[src/rtl/muldiv_unit_pkg.sv]
// Shared types for the iterative RV32M multiply/divide unit.
// Holds the funct3 op encodings, the FSM state type and the counter sizing helper.
package muldiv_unit_pkg;

  localparam logic [6:0] FUNCT7_MULDIV = 7'b000_0001;

  typedef enum logic [2:0] {
    OP_MUL    = 3'b000,
    OP_MULH   = 3'b001,
    OP_MULHSU = 3'b010,
    OP_MULHU  = 3'b011,
    OP_DIV    = 3'b100,
    OP_DIVU   = 3'b101,
    OP_REM    = 3'b110,
    OP_REMU   = 3'b111
  } muldiv_op_e;

  typedef enum logic [1:0] {
    IDLE = 2'd0,
    CALC = 2'd1,
    DONE = 2'd2
  } muldiv_state_e;

  function automatic int unsigned muldiv_cnt_width(input int unsigned xlen);
    return $clog2(xlen) + 1;
  endfunction

endpackage

[src/rtl/muldiv_operand_prep.sv]
// Operand conditioning for muldiv_unit: magnitudes, result sign flags and
// detection of the divide-by-zero / signed-overflow fast path.
module muldiv_operand_prep
  import muldiv_unit_pkg::*;
#(
  parameter int unsigned XLEN = 32
) (
  input  muldiv_op_e        op,
  input  logic [XLEN-1:0]   operand_a,
  input  logic [XLEN-1:0]   operand_b,
  output logic [XLEN-1:0]   abs_a,
  output logic [XLEN-1:0]   abs_b,
  output logic              neg_result,
  output logic              neg_rem,
  output logic              fast,
  output logic [XLEN-1:0]   fast_result
);

  logic signed_a;
  logic signed_b;
  logic sign_a;
  logic sign_b;
  logic b_zero;
  logic overflow;

  always_comb begin
    signed_a    = op inside {OP_MULH, OP_MULHSU, OP_DIV, OP_REM};
    signed_b    = op inside {OP_MULH, OP_DIV, OP_REM};
    sign_a      = signed_a & operand_a[XLEN-1];
    sign_b      = signed_b & operand_b[XLEN-1];
    abs_a       = sign_a ? -operand_a : operand_a;
    abs_b       = sign_b ? -operand_b : operand_b;
    neg_result  = sign_a ^ sign_b;
    neg_rem     = sign_a;

    b_zero      = (operand_b == '0);
    overflow    = (op == OP_DIV || op == OP_REM) &&
                  (operand_a == {1'b1, {(XLEN-1){1'b0}}}) && (operand_b == '1);
    fast        = op[2] && (b_zero || overflow);

    // op[1] separates REM/REMU from DIV/DIVU
    fast_result = '0;
    if (b_zero) begin
      fast_result = op[1] ? operand_a : '1;
    end else if (overflow) begin
      fast_result = op[1] ? '0 : operand_a;
    end
  end

endmodule

[src/rtl/muldiv_unit.sv]
// Iterative RV32M multiply/divide unit: shift-add multiply and restoring divide,
// one radix-2 step per cycle, with a 1-cycle fast path for div-by-zero/overflow.
module muldiv_unit
  import muldiv_unit_pkg::*;
#(
  parameter int unsigned XLEN      = 32,
  parameter int unsigned TAG_WIDTH = 5
) (
  input  logic                 clk,
  input  logic                 rst,
  input  logic                 start,
  input  logic                 flush,
  input  logic [2:0]           op,
  input  logic [XLEN-1:0]      operand_a,
  input  logic [XLEN-1:0]      operand_b,
  input  logic [TAG_WIDTH-1:0] tag_in,
  output logic                 busy,
  output logic                 valid,
  output logic [XLEN-1:0]      result,
  output logic [TAG_WIDTH-1:0] tag_out
);

  localparam int unsigned CW = muldiv_cnt_width(XLEN);

  muldiv_state_e        state;
  muldiv_op_e           op_q;
  logic [TAG_WIDTH-1:0] tag_q;
  logic                 neg_q;
  logic                 neg_rem_q;
  logic                 fast_q;
  logic [CW-1:0]        count;
  logic [2*XLEN-1:0]    acc;
  logic [XLEN:0]        rem;
  logic [XLEN-1:0]      opb_q;

  logic [XLEN-1:0]      p_abs_a;
  logic [XLEN-1:0]      p_abs_b;
  logic                 p_neg;
  logic                 p_neg_rem;
  logic                 p_fast;
  logic [XLEN-1:0]      p_fast_res;

  logic [XLEN:0]        mul_sum;
  logic [2*XLEN-1:0]    mul_next;
  logic [XLEN:0]        div_shift;
  logic [XLEN:0]        div_trial;
  logic [2*XLEN-1:0]    prod;
  logic [XLEN-1:0]      quot;
  logic [XLEN-1:0]      rem_fix;
  logic [XLEN-1:0]      final_res;

  muldiv_operand_prep #(
    .XLEN(XLEN)
  ) u_prep (
    .op          (muldiv_op_e'(op)),
    .operand_a   (operand_a),
    .operand_b   (operand_b),
    .abs_a       (p_abs_a),
    .abs_b       (p_abs_b),
    .neg_result  (p_neg),
    .neg_rem     (p_neg_rem),
    .fast        (p_fast),
    .fast_result (p_fast_res)
  );

  assign busy  = (state != IDLE);
  assign valid = (state == DONE);

  always_comb begin
    mul_sum   = {1'b0, acc[2*XLEN-1:XLEN]} + (acc[0] ? {1'b0, opb_q} : '0);
    mul_next  = {mul_sum, acc[XLEN-1:1]};
    div_shift = {rem[XLEN-1:0], acc[XLEN-1]};
    div_trial = div_shift - {1'b0, opb_q};

    prod      = neg_q ? -acc : acc;
    quot      = neg_q ? -acc[XLEN-1:0] : acc[XLEN-1:0];
    rem_fix   = neg_rem_q ? -rem[XLEN-1:0] : rem[XLEN-1:0];

    final_res = '0;
    if (fast_q) begin
      final_res = acc[XLEN-1:0];
    end else if (op_q[2]) begin
      final_res = op_q[1] ? rem_fix : quot;
    end else begin
      final_res = (op_q == OP_MUL) ? prod[XLEN-1:0] : prod[2*XLEN-1:XLEN];
    end
  end

  // Counter value XLEN is the sign-fixup slot; the fast path jumps straight to it
  // with its precomputed result parked in the low half of acc.
  always_ff @(posedge clk or posedge rst) begin
    if (rst) begin
      state     <= IDLE;
      op_q      <= OP_MUL;
      tag_q     <= '0;
      neg_q     <= 1'b0;
      neg_rem_q <= 1'b0;
      fast_q    <= 1'b0;
      count     <= '0;
      acc       <= '0;
      rem       <= '0;
      opb_q     <= '0;
      result    <= '0;
      tag_out   <= '0;
    end else if (flush) begin
      state <= IDLE;
    end else begin
      case (state)
        IDLE: begin
          if (start) begin
            op_q      <= muldiv_op_e'(op);
            tag_q     <= tag_in;
            neg_q     <= p_neg;
            neg_rem_q <= p_neg_rem;
            fast_q    <= p_fast;
            rem       <= '0;
            state     <= CALC;
            if (p_fast) begin
              acc   <= {{XLEN{1'b0}}, p_fast_res};
              opb_q <= '0;
              count <= CW'(XLEN);
            end else if (op[2]) begin
              acc   <= {{XLEN{1'b0}}, p_abs_a};
              opb_q <= p_abs_b;
              count <= '0;
            end else begin
              acc   <= {{XLEN{1'b0}}, p_abs_b};
              opb_q <= p_abs_a;
              count <= '0;
            end
          end
        end
        CALC: begin
          if (count == CW'(XLEN)) begin
            result  <= final_res;
            tag_out <= tag_q;
            state   <= DONE;
          end else begin
            count <= count + 1'b1;
            if (op_q[2]) begin
              rem            <= div_trial[XLEN] ? div_shift : div_trial;
              acc[XLEN-1:0]  <= {acc[XLEN-2:0], ~div_trial[XLEN]};
            end else begin
              acc <= mul_next;
            end
          end
        end
        DONE: begin
          state <= IDLE;
        end
        default: begin
          state <= IDLE;
        end
      endcase
    end
  end

endmodule

[config.mk]
export PLATFORM = sky130hd
export DESIGN_NAME = muldiv_unit
export DESIGN_NICKNAME = d
export VERILOG_FILES = /design/src/rtl/muldiv_unit_pkg.sv /design/src/rtl/muldiv_operand_prep.sv /design/src/rtl/muldiv_unit.sv
export SDC_FILE = /design/constraint.sdc
export NUM_CORES = 1
export LEC_CHECK = 0
export CAP_MARGIN = 20
export CORE_AREA = 2 2 258 133
export CTS_CLUSTER_DIAMETER = 50
export CTS_CLUSTER_SIZE = 8
export DETAILED_ROUTE_END_ITERATION = 10
export DIE_AREA = 0 0 260 135
export PLACE_DENSITY = 0.72
export SLEW_MARGIN = 20
export SYNTH_ARGS = -nofsm -noshare
export SYNTH_HDL_FRONTEND = slang
export SYNTH_HIERARCHICAL = 1
export SYNTH_SLANG_ARGS = --single-unit
[constraint.sdc]
create_clock -name clk -period 8.69 [get_ports clk]
set_clock_uncertainty 0.15 [all_clocks]
set_input_delay 1.738 -clock clk [delete_from_list [all_inputs] [get_ports clk]]
set_output_delay 1.738 -clock clk [all_outputs]
set_load 0.02 [all_outputs]
Word level (Yosys, flattened, before mapping)
Index checks and enable logic that the tools add are counted.
Operators by class
  add/sub/neg operators: 8
  equal/unequal tests: 15
  multiplexer cells: 36
  bitwise logic cells: 5
  reductions and logical operators: 18
Operators by type and width (number)
  $mux W32: 23
  $mux W64: 3
  $neg A32 Y32: 4
  $pmux W64 S2: 1
  $eq A32 B32 Y1 const B: 2
  $neg A64 Y64: 1
  $pmux W32 S2: 1
  $add A32 B32 Y33: 1
  $sub A33 B32 Y33: 1
  $logic_not A32 Y1: 1
  $mux W6: 3
  $pmux W6 S2: 1
  $reduce_and A5 Y1: 2
  $ne A2 B2 Y1 const B: 4
  $add A6 B1 Y6 const B: 1
  $eq A3 B3 Y1 const B: 2
  $eq A6 B6 Y1 const B: 1
  $mux W2: 3
  $ne A3 B3 Y1 const B: 2
  $reduce_and A3 Y1: 2
  $pmux W2 S2: 1
  $reduce_and A4 Y1: 1
  $reduce_bool A2 Y1: 2
  $reduce_bool A4 Y1: 1
  13 further kinds: 18
Storage, ports and cells
  flip-flop bits (word level): 184
  input port bits: 76
  output and inout bits: 39
  word-level logic and storage cells: 95

Longest topological paths before layout
Gate-level depths: netlist of run 1.
  depth after elaboration: 9
  gate-level depth with buffers: 14
  mapped depth without buffers: 13

Modules after synthesis
Netlist of run 1, hierarchy kept.
By module, submodules not included
  muldiv_unit: times used 1, cells each 1925, area each 15327.2 um^2, seq. area each 4604.4 um^2
  muldiv_operand_prep: times used 1, cells each 277, area each 1825.5 um^2, seq. area each 0.0 um^2

Worst setup path before layout of run 1
Ideal clock, no wire load.
  kind: input port to flip-flop
  from: input operand_a[12]
  to: register acc[2]
  setup time: 0.136 ns
  arrival time: 4.501 ns
  required time: 8.404 ns
  path slack: 3.903 ns
  cell stages on the path: 12
  path buffers: 4
  cell sequence: or4_1 > or3_1 > buf_2 > or3_4 > o31ai_1 > and2_1 > clkbuf_1 > clkbuf_1 > clkbuf_1 > o21ai_0 > a21oi_1 > o21ai_0
On the way
  cells in the longest elaborated chain, start to end: 8
  elaborated cells between the ends (all ways): 10
  those cells by class: eq/ne (1); mux (5); reduce/logical (4)
RTL lines
  start, declared: line muldiv_unit.sv:14  | input logic [XLEN-1:0] operand_a,
  $eq A32 B32 Y1: line muldiv_operand_prep.sv:38  | (operand_a == {1'b1, {(XLEN-1){1'b0}}}) && (operand_b == '1);
  $logic_and A1 B1 Y1: line muldiv_operand_prep.sv:37  | overflow = (op == OP_DIV || op == OP_REM) &&
  $logic_and A1 B1 Y1: line muldiv_operand_prep.sv:38
  $logic_or A1 B1 Y1: line muldiv_operand_prep.sv:39  | fast = op[2] && (b_zero || overflow);
  $logic_and A1 B1 Y1: line muldiv_operand_prep.sv:39
  via p_fast: line muldiv_unit.sv:40  | logic p_fast;
  $mux W32: line muldiv_unit.sv:118  | if (p_fast) begin
  $mux W64: line muldiv_unit.sv:110  | if (start) begin
  $pmux W64 S2: line muldiv_unit.sv:108  | case (state)
  end signal, assigned: line muldiv_unit.sv:119  | acc <= {{XLEN{1'b0}}, p_fast_res};
  end signal, assigned: line muldiv_unit.sv:123  | acc <= {{XLEN{1'b0}}, p_abs_a};
  end signal, assigned: line muldiv_unit.sv:127  | acc <= {{XLEN{1'b0}}, p_abs_b};
  end, declared: line muldiv_unit.sv:32  | logic [2*XLEN-1:0] acc;
The timed path passes the listed nets, and every way through them passes these cells. The select of a mux whose other input is x is not followed.
A chain may end at the register's enable or synchronous reset.

Worst setup path after layout of run 1
  from: input operand_a[12]
  to: register acc[7]
Same word-level chain as after synthesis.

==> results.json, run 1 <==
{
  "layout.cells.most_common": "nand2_1",
  "cts_resized": 0,
  "status": "finished, final reports clean",
  "drc": 0,
  "antenna_found_initial": 0,
  "avgSynthCellArea_um2": 7.79,
  "dpl.hpwl_um": 50700,
  "start_kind": "input port",
  "power.total_mw": 4.92,
  "tightest_slew_ns": 1.17,
  "synth_edf_count": 0,
  "hold_buffers": 0,
  "ys_types": 74,
  "gr-usage-all-layers_pct": 38.0,
  "grt_pass1_wl_um": 101000,
  "io_buffers": 114,
  "io_pins": 115,
  "wire_per_inst_um": 25.0,
  "seq_area_frac_synth_pct": 26.8,
  "final_cell_mix": "nand2_1, o21ai_0, dfrtp_1, nor2_1, a21oi_1",
  "rrSetupSlack_ns": 4.08,
  "die_x_um": 260,
  "r2r-end": "acc[56]",
  "grt_pass1_vias": 15800,
  "layoutNonFillerInstCount": 2677,
  "hold_violations": 0,
  "fin_crit_sh_pct": 64.8,
  "crit_chain": "clkdlybuf4s50_1, or4_1, or3_1, or3_4, o31ai_1, and2_2, buf_4, o21ai_0, a21oi_1, o21ai_0",
  "slowest_stage": "and2_2",
  "worstPathArrival_ns": 5.80,
  "crit_path_start": "operand_a[12]",
  "dp_cells": 2644,
  "firstDrtPassIters": 6,
  "num_vias": 17800,
  "rsz0062_at_grt": "false",
  "final-setup-viol-count": 0,
  "gp_congestion": 1.07,
  "finalCriticalPeriod_ns": 5.63,
  "clock_latency_ns": 0.48,
  "cellPowerDensity_nw_per_um2": 257,
  "clock_tree.htree_level_count": 4,
  "initial_core_util_pct": 52.6,
  "ant_nets": 0,
  "yosys_warnings": 6,
  "async_reset_ff_share_pct": 100,
  "synthToLayoutAreaGrowth_pct": 11.7,
  "fp.dieH_um": 135,
  "drive_gt1_share_pct": 4.47,
  "fillers": 2995,
  "leakagePower_nw": 8.15,
  "peakVddDrop_mv": 0.156,
  "rr_startpoint": "acc[0]",
  "cp-end-kind": "flop",
  "setup.worst_path.class": "input port to flop",
  "whs_ns": 0.326,
  "path_max_fanout": 53,
  "synth-main-ff-cell": "dfrtp_1",
  "crit_end": "acc[7]",
  "rr_worst_depth": 11,
  "layout.nets": 2371,
  "slew_headroom_pct": 21.4,
  "synth_nets": 2351,
  "max-cap-violations": 0,
  "max-clock-path-buffers": 2,
  "crit_required_ns": 8.86,
  "ys_ff_latch": 184,
  "drtIter0Drc": 3048,
  "hold_depth": 2,
  "gr-total-overflow": 0,
  "synth_cells": 2202,
  "setup_tns_ns": 0,
  "cts_inserted_buffers": 17,
  "maxSlewViolCount": 0,
  "syn-cell-area_um2": 17200,
  "fmax_mhz": 178,
  "grt_max_degree": 120,
  "cts_tree": "built",
  "post-route-util_pct": 58.7,
  "via_per_inst": 6.65,
  "hold_class": "flop to flop",
  "postCtsSetupBuffers": 0,
  "cp_common_cell": "o21ai_0",
  "placement_rows": 47,
  "critPathMaxStageDelay_ns": 0.71,
  "root_buffer": "clkbuf_16",
  "path_clk_slew_ns": 0.08,
  "cts.sink_count": 184,
  "core_area_um2": 32600,
  "fp.dieArea_um2": 35100,
  "finalWirelength_um": 66800
}
logic make-up (layout without fill, tap and decap cells):
logic type	Yosys count	in the layout	synth area share [%]
XOR/XNOR	198	198	10.1
AO/OA/AOI/OAI	656	656	23.9
buffers and inverters	215	248	5.05
adder cells (fa/ha/maj)	73	73	5.41
other	0	1	0
multiplexers	134	134	7.83
AND/OR/NAND/NOR	742	742	20.9
flip-flops	184	184	26.8
synthesized netlist by cell type (20+ instances only):
cell,n,area (um2)
mux2i_1,133,1330
dfrtp_1,184,4600
xnor2_1,107,937
a21oi_1,139,696
o31ai_1,46,345
or4_1,21,158
a21o_1,26,195
nor2_1,153,574
ha_1,71,888
clkbuf_1,108,405
xor2_1,91,797
nand2b_1,20,125
nor3_1,33,165
o21a_1,39,293
o21ai_0,250,1250
nand3_1,49,245
nand4_1,26,163
nand2_1,284,1070
or3_1,55,344
inv_1,70,263
state kept, by name, indices dropped and copies added (netlist names):
register / flops
acc: 64
opb_q: 32
rem: 32
result: 32
count: 6
tag_out: 5
tag_q: 5
op_q: 3
state: 2
fast_q: 1
neg_q: 1
neg_rem_q: 1
power by group:
group	internal [mW]	switching (mW)	total, mW
clock network	0.424	0.447	0.870
registers	1.11	0.403	1.51
logic	0.929	1.61	2.54
routing by layer:
layer / wire length [um] / track usage (%) / part of all wire (%) / up-vias
met5: 0 / 0 / 0 / -
met3: 10900 / 15.5 / 16 / 95
met4: 1140 / 8.27 / 1.7 / 0
met1: 30600 / 59.8 / 46 / 8559
li1: - / - / - / 7975
met2: 24200 / 46.3 / 36 / 1186
through the flow:
step                instance area (um2)  worst slack, ns
floorplan                         17200             1.80
global placement                  18500             2.87
detailed placement                18500             2.71
CTS                               19200             3.21
global route                      19200             2.84
finish                            19200             3.06
critical path: cells and delay by family:
kind / cells / cell delay (ns)
and+or+nand+nor: 4 / 2.34
AOI/OAI and AO/OA: 4 / 0.67
buffers and inverters: 2 / 1.02
cell type report:
class                      count  area, um2  area share [%]
multi-input combinational   1803      11700            61.2
sequential                   184       4610            24.0
timing repair buffer         142       1350            7.04
tap                          441        552            2.88
clock buffer                  17        425            2.22
inverter                      74        285            1.49
clock inverter                15        220            1.15
antenna                        1       2.50          0.0131
worst min-delay path by stage:
| stage | end | from | slack [ns] |
|---|---|---|---|
| 2_1_floorplan | tag_out[0] | tag_q[0] | 0.29 |
| 5_1_grt | tag_out[3] | tag_out[3] | 0.35 |
| 3_5_place_dp | tag_out[4] | tag_q[4] | 0.30 |
| 6_report | tag_out[0] | tag_q[0] | 0.33 |
| 3_3_place_gp | tag_out[3] | tag_q[3] | 0.30 |
| 4_1_cts | tag_out[0] | tag_q[0] | 0.33 |
Power figures use the tool's default switching activity.
==> run 2: changes to the inputs <==
- clock period: 8.69 -> 5.4 ns (I/O delays scaled with it)
==> run 2 against run 1 <==
Compared with the run above: wire length down 2.3%; register-to-register slack got worse by 3.0 ns; die area is the same; final area rose by 0.76%; sequential power increased by 60%; core utilization increased by 0.44 points; sequential share of layout area shrank 0.18 points; setup slack lost 2.3 ns; first-iteration DRC count decreased by 12%; clock power up 52%; worst hold slack gained 0.0022 ns; sequential cell count unchanged; largest power group unchanged; highest routed layer unchanged.
==> results.json, run 2 (synthesis results as in run 1) <==
{
  "fp.dieH_um": 135,
  "die_x_um": 260,
  "cts.sink_count": 184,
  "leakagePower_nw": 8.24,
  "cts_resized": 0,
  "via_per_inst": 6.64,
  "finalCriticalPeriod_ns": 4.63,
  "grt_pass1_wl_um": 98800,
  "drc": 0,
  "layout.cells.most_common": "nand2_1",
  "cp-end-kind": "flop",
  "hold_violations": 0,
  "layout.nets": 2393,
  "final_cell_mix": "nand2_1, o21ai_0, dfrtp_1, nor2_1, a21oi_1",
  "place_ws_ns": 0.501,
  "gr-usage-all-layers_pct": 36.9,
  "synthToLayoutAreaGrowth_pct": 12.6,
  "clock_tree.htree_level_count": 4,
  "wire_per_inst_um": 24.2,
  "largest_register_ffs": 64,
  "max-cap-violations": 0,
  "fmax_mhz": 216,
  "slew_headroom_pct": 27.4,
  "root_buffer": "clkbuf_16",
  "gp_congestion": 1.04,
  "initial_core_util_pct": 52.6,
  "core_area_um2": 32600,
  "setup.worst_path.class": "input port to flop",
  "worstPathArrival_ns": 4.87,
  "cts_inserted_buffers": 17,
  "postCtsSetupBuffers": 0,
  "cts_tree": "built",
  "dp_cells": 2666,
  "path_clk_slew_ns": 0.08,
  "hold_buffers": 0,
  "gr-total-overflow": 0,
  "layoutNonFillerInstCount": 2699,
  "drive_gt1_share_pct": 5.41,
  "max-clock-path-buffers": 2,
  "io_buffers": 114,
  "clock_latency_ns": 0.47,
  "maxSlewViolCount": 0,
  "cellPowerDensity_nw_per_um2": 404,
  "final-setup-viol-count": 0,
  "io_pins": 115,
  "fin_crit_sh_pct": 85.8,
  "path_max_fanout": 6,
  "fin_ws_ns": 0.766,
  "peakVddDrop_mv": 0.271,
  "status": "finished, final reports clean",
  "start_kind": "input port",
  "crit_required_ns": 5.64,
  "top_register": "acc",
  "num_vias": 17900,
  "grt_max_degree": 105,
  "fp.dieArea_um2": 35100,
  "rsz0062_at_grt": "false",
  "antenna_found_initial": 1,
  "drtIter0Drc": 2680,
  "placement_rows": 47,
  "fillers": 3005,
  "hold_class": "flop to flop",
  "setup_tns_ns": 0,
  "ant_nets": 0,
  "finalWirelength_um": 65300,
  "tightest_slew_ns": 1.09,
  "firstDrtPassIters": 6,
  "grt_pass1_vias": 15900,
  "dpl.hpwl_um": 50300
}
run 2: changes by cell type in the layout (fill, tap and decap cells not counted), moves of 2 or more:
cell,previous run,this run
buf_4,29,47
buf_12,0,4
clkinv_8,7,4
clkinvlp_4,0,3
inv_6,2,4
o21ai_2,0,2
o21ai_4,2,0
run 2: stage by stage:
step	hold WS (ns)	power [mW]	utilization (%)	instance area [um2]
after floorplan	0.289	4.81	-	17200
after global placement	0.297	6.21	57.3	18700
after detailed placement	0.310	6.32	57.3	18700
after CTS	0.327	7.64	59.1	19300
after global routing	0.355	8.20	59.1	19300
final	0.328	7.81	59.2	19300
run 2: final timing paths:
check                        endpoint  slack, ns          from  cells past startpoint
max                           acc[26]       0.77  operand_b[0]                     13
min                        tag_out[0]       0.33    tag_out[0]                      2
max reg2reg                    rem[0]       1.07       acc[31]                     13
min reg2reg                tag_out[0]       0.33    tag_out[0]                      2
max in group asynchronous     rem[10]       3.49           rst                      3
min in group asynchronous     acc[60]       0.93           rst                      3
run 2: layout make-up:
| type | instances | area [um2] | share of cell area [%] |
|---|---|---|---|
| clock buffers | 19 | 443 | 2.29 |
| well taps | 441 | 552 | 2.86 |
| multi-input cells | 1803 | 11700 | 60.6 |
| clock inverters | 13 | 149 | 0.771 |
| repair buffers | 164 | 1560 | 8.10 |
| inverters | 74 | 282 | 1.46 |
| flip-flops and latches | 184 | 4610 | 23.9 |
| diodes | 1 | 2.50 | 0.0130 |
run 2: where the power goes:
group,switching [mW],internal [mW]
combinational,2.54,1.53
sequential,0.635,1.78
clock,0.691,0.634
total,3.87,3.94
run 2: layer usage:
layer	GRT usage, %	wire length, um	part of all wire [%]	vias up
met5	0	0	0	-
met3	12.7	9850	15	76
li1	-	-	-	8014
met1	58.6	30200	46	8642
met2	46.8	24400	37	1187
met4	6.61	863	1.3	0
run 2: worst max-delay path, cell delays in order:
cell             delay, ns
clkdlybuf4s50_1       0.55
inv_1                 0.12
ha_1                  0.25
or4b_1                0.51
or4_1                 0.61
nor4_1                0.57
buf_4                 0.23
a21oi_1               0.08
xor2_1                0.31
mux2i_1               0.11
o21ai_0               0.19
a21oi_1               0.08
o21ai_0               0.17
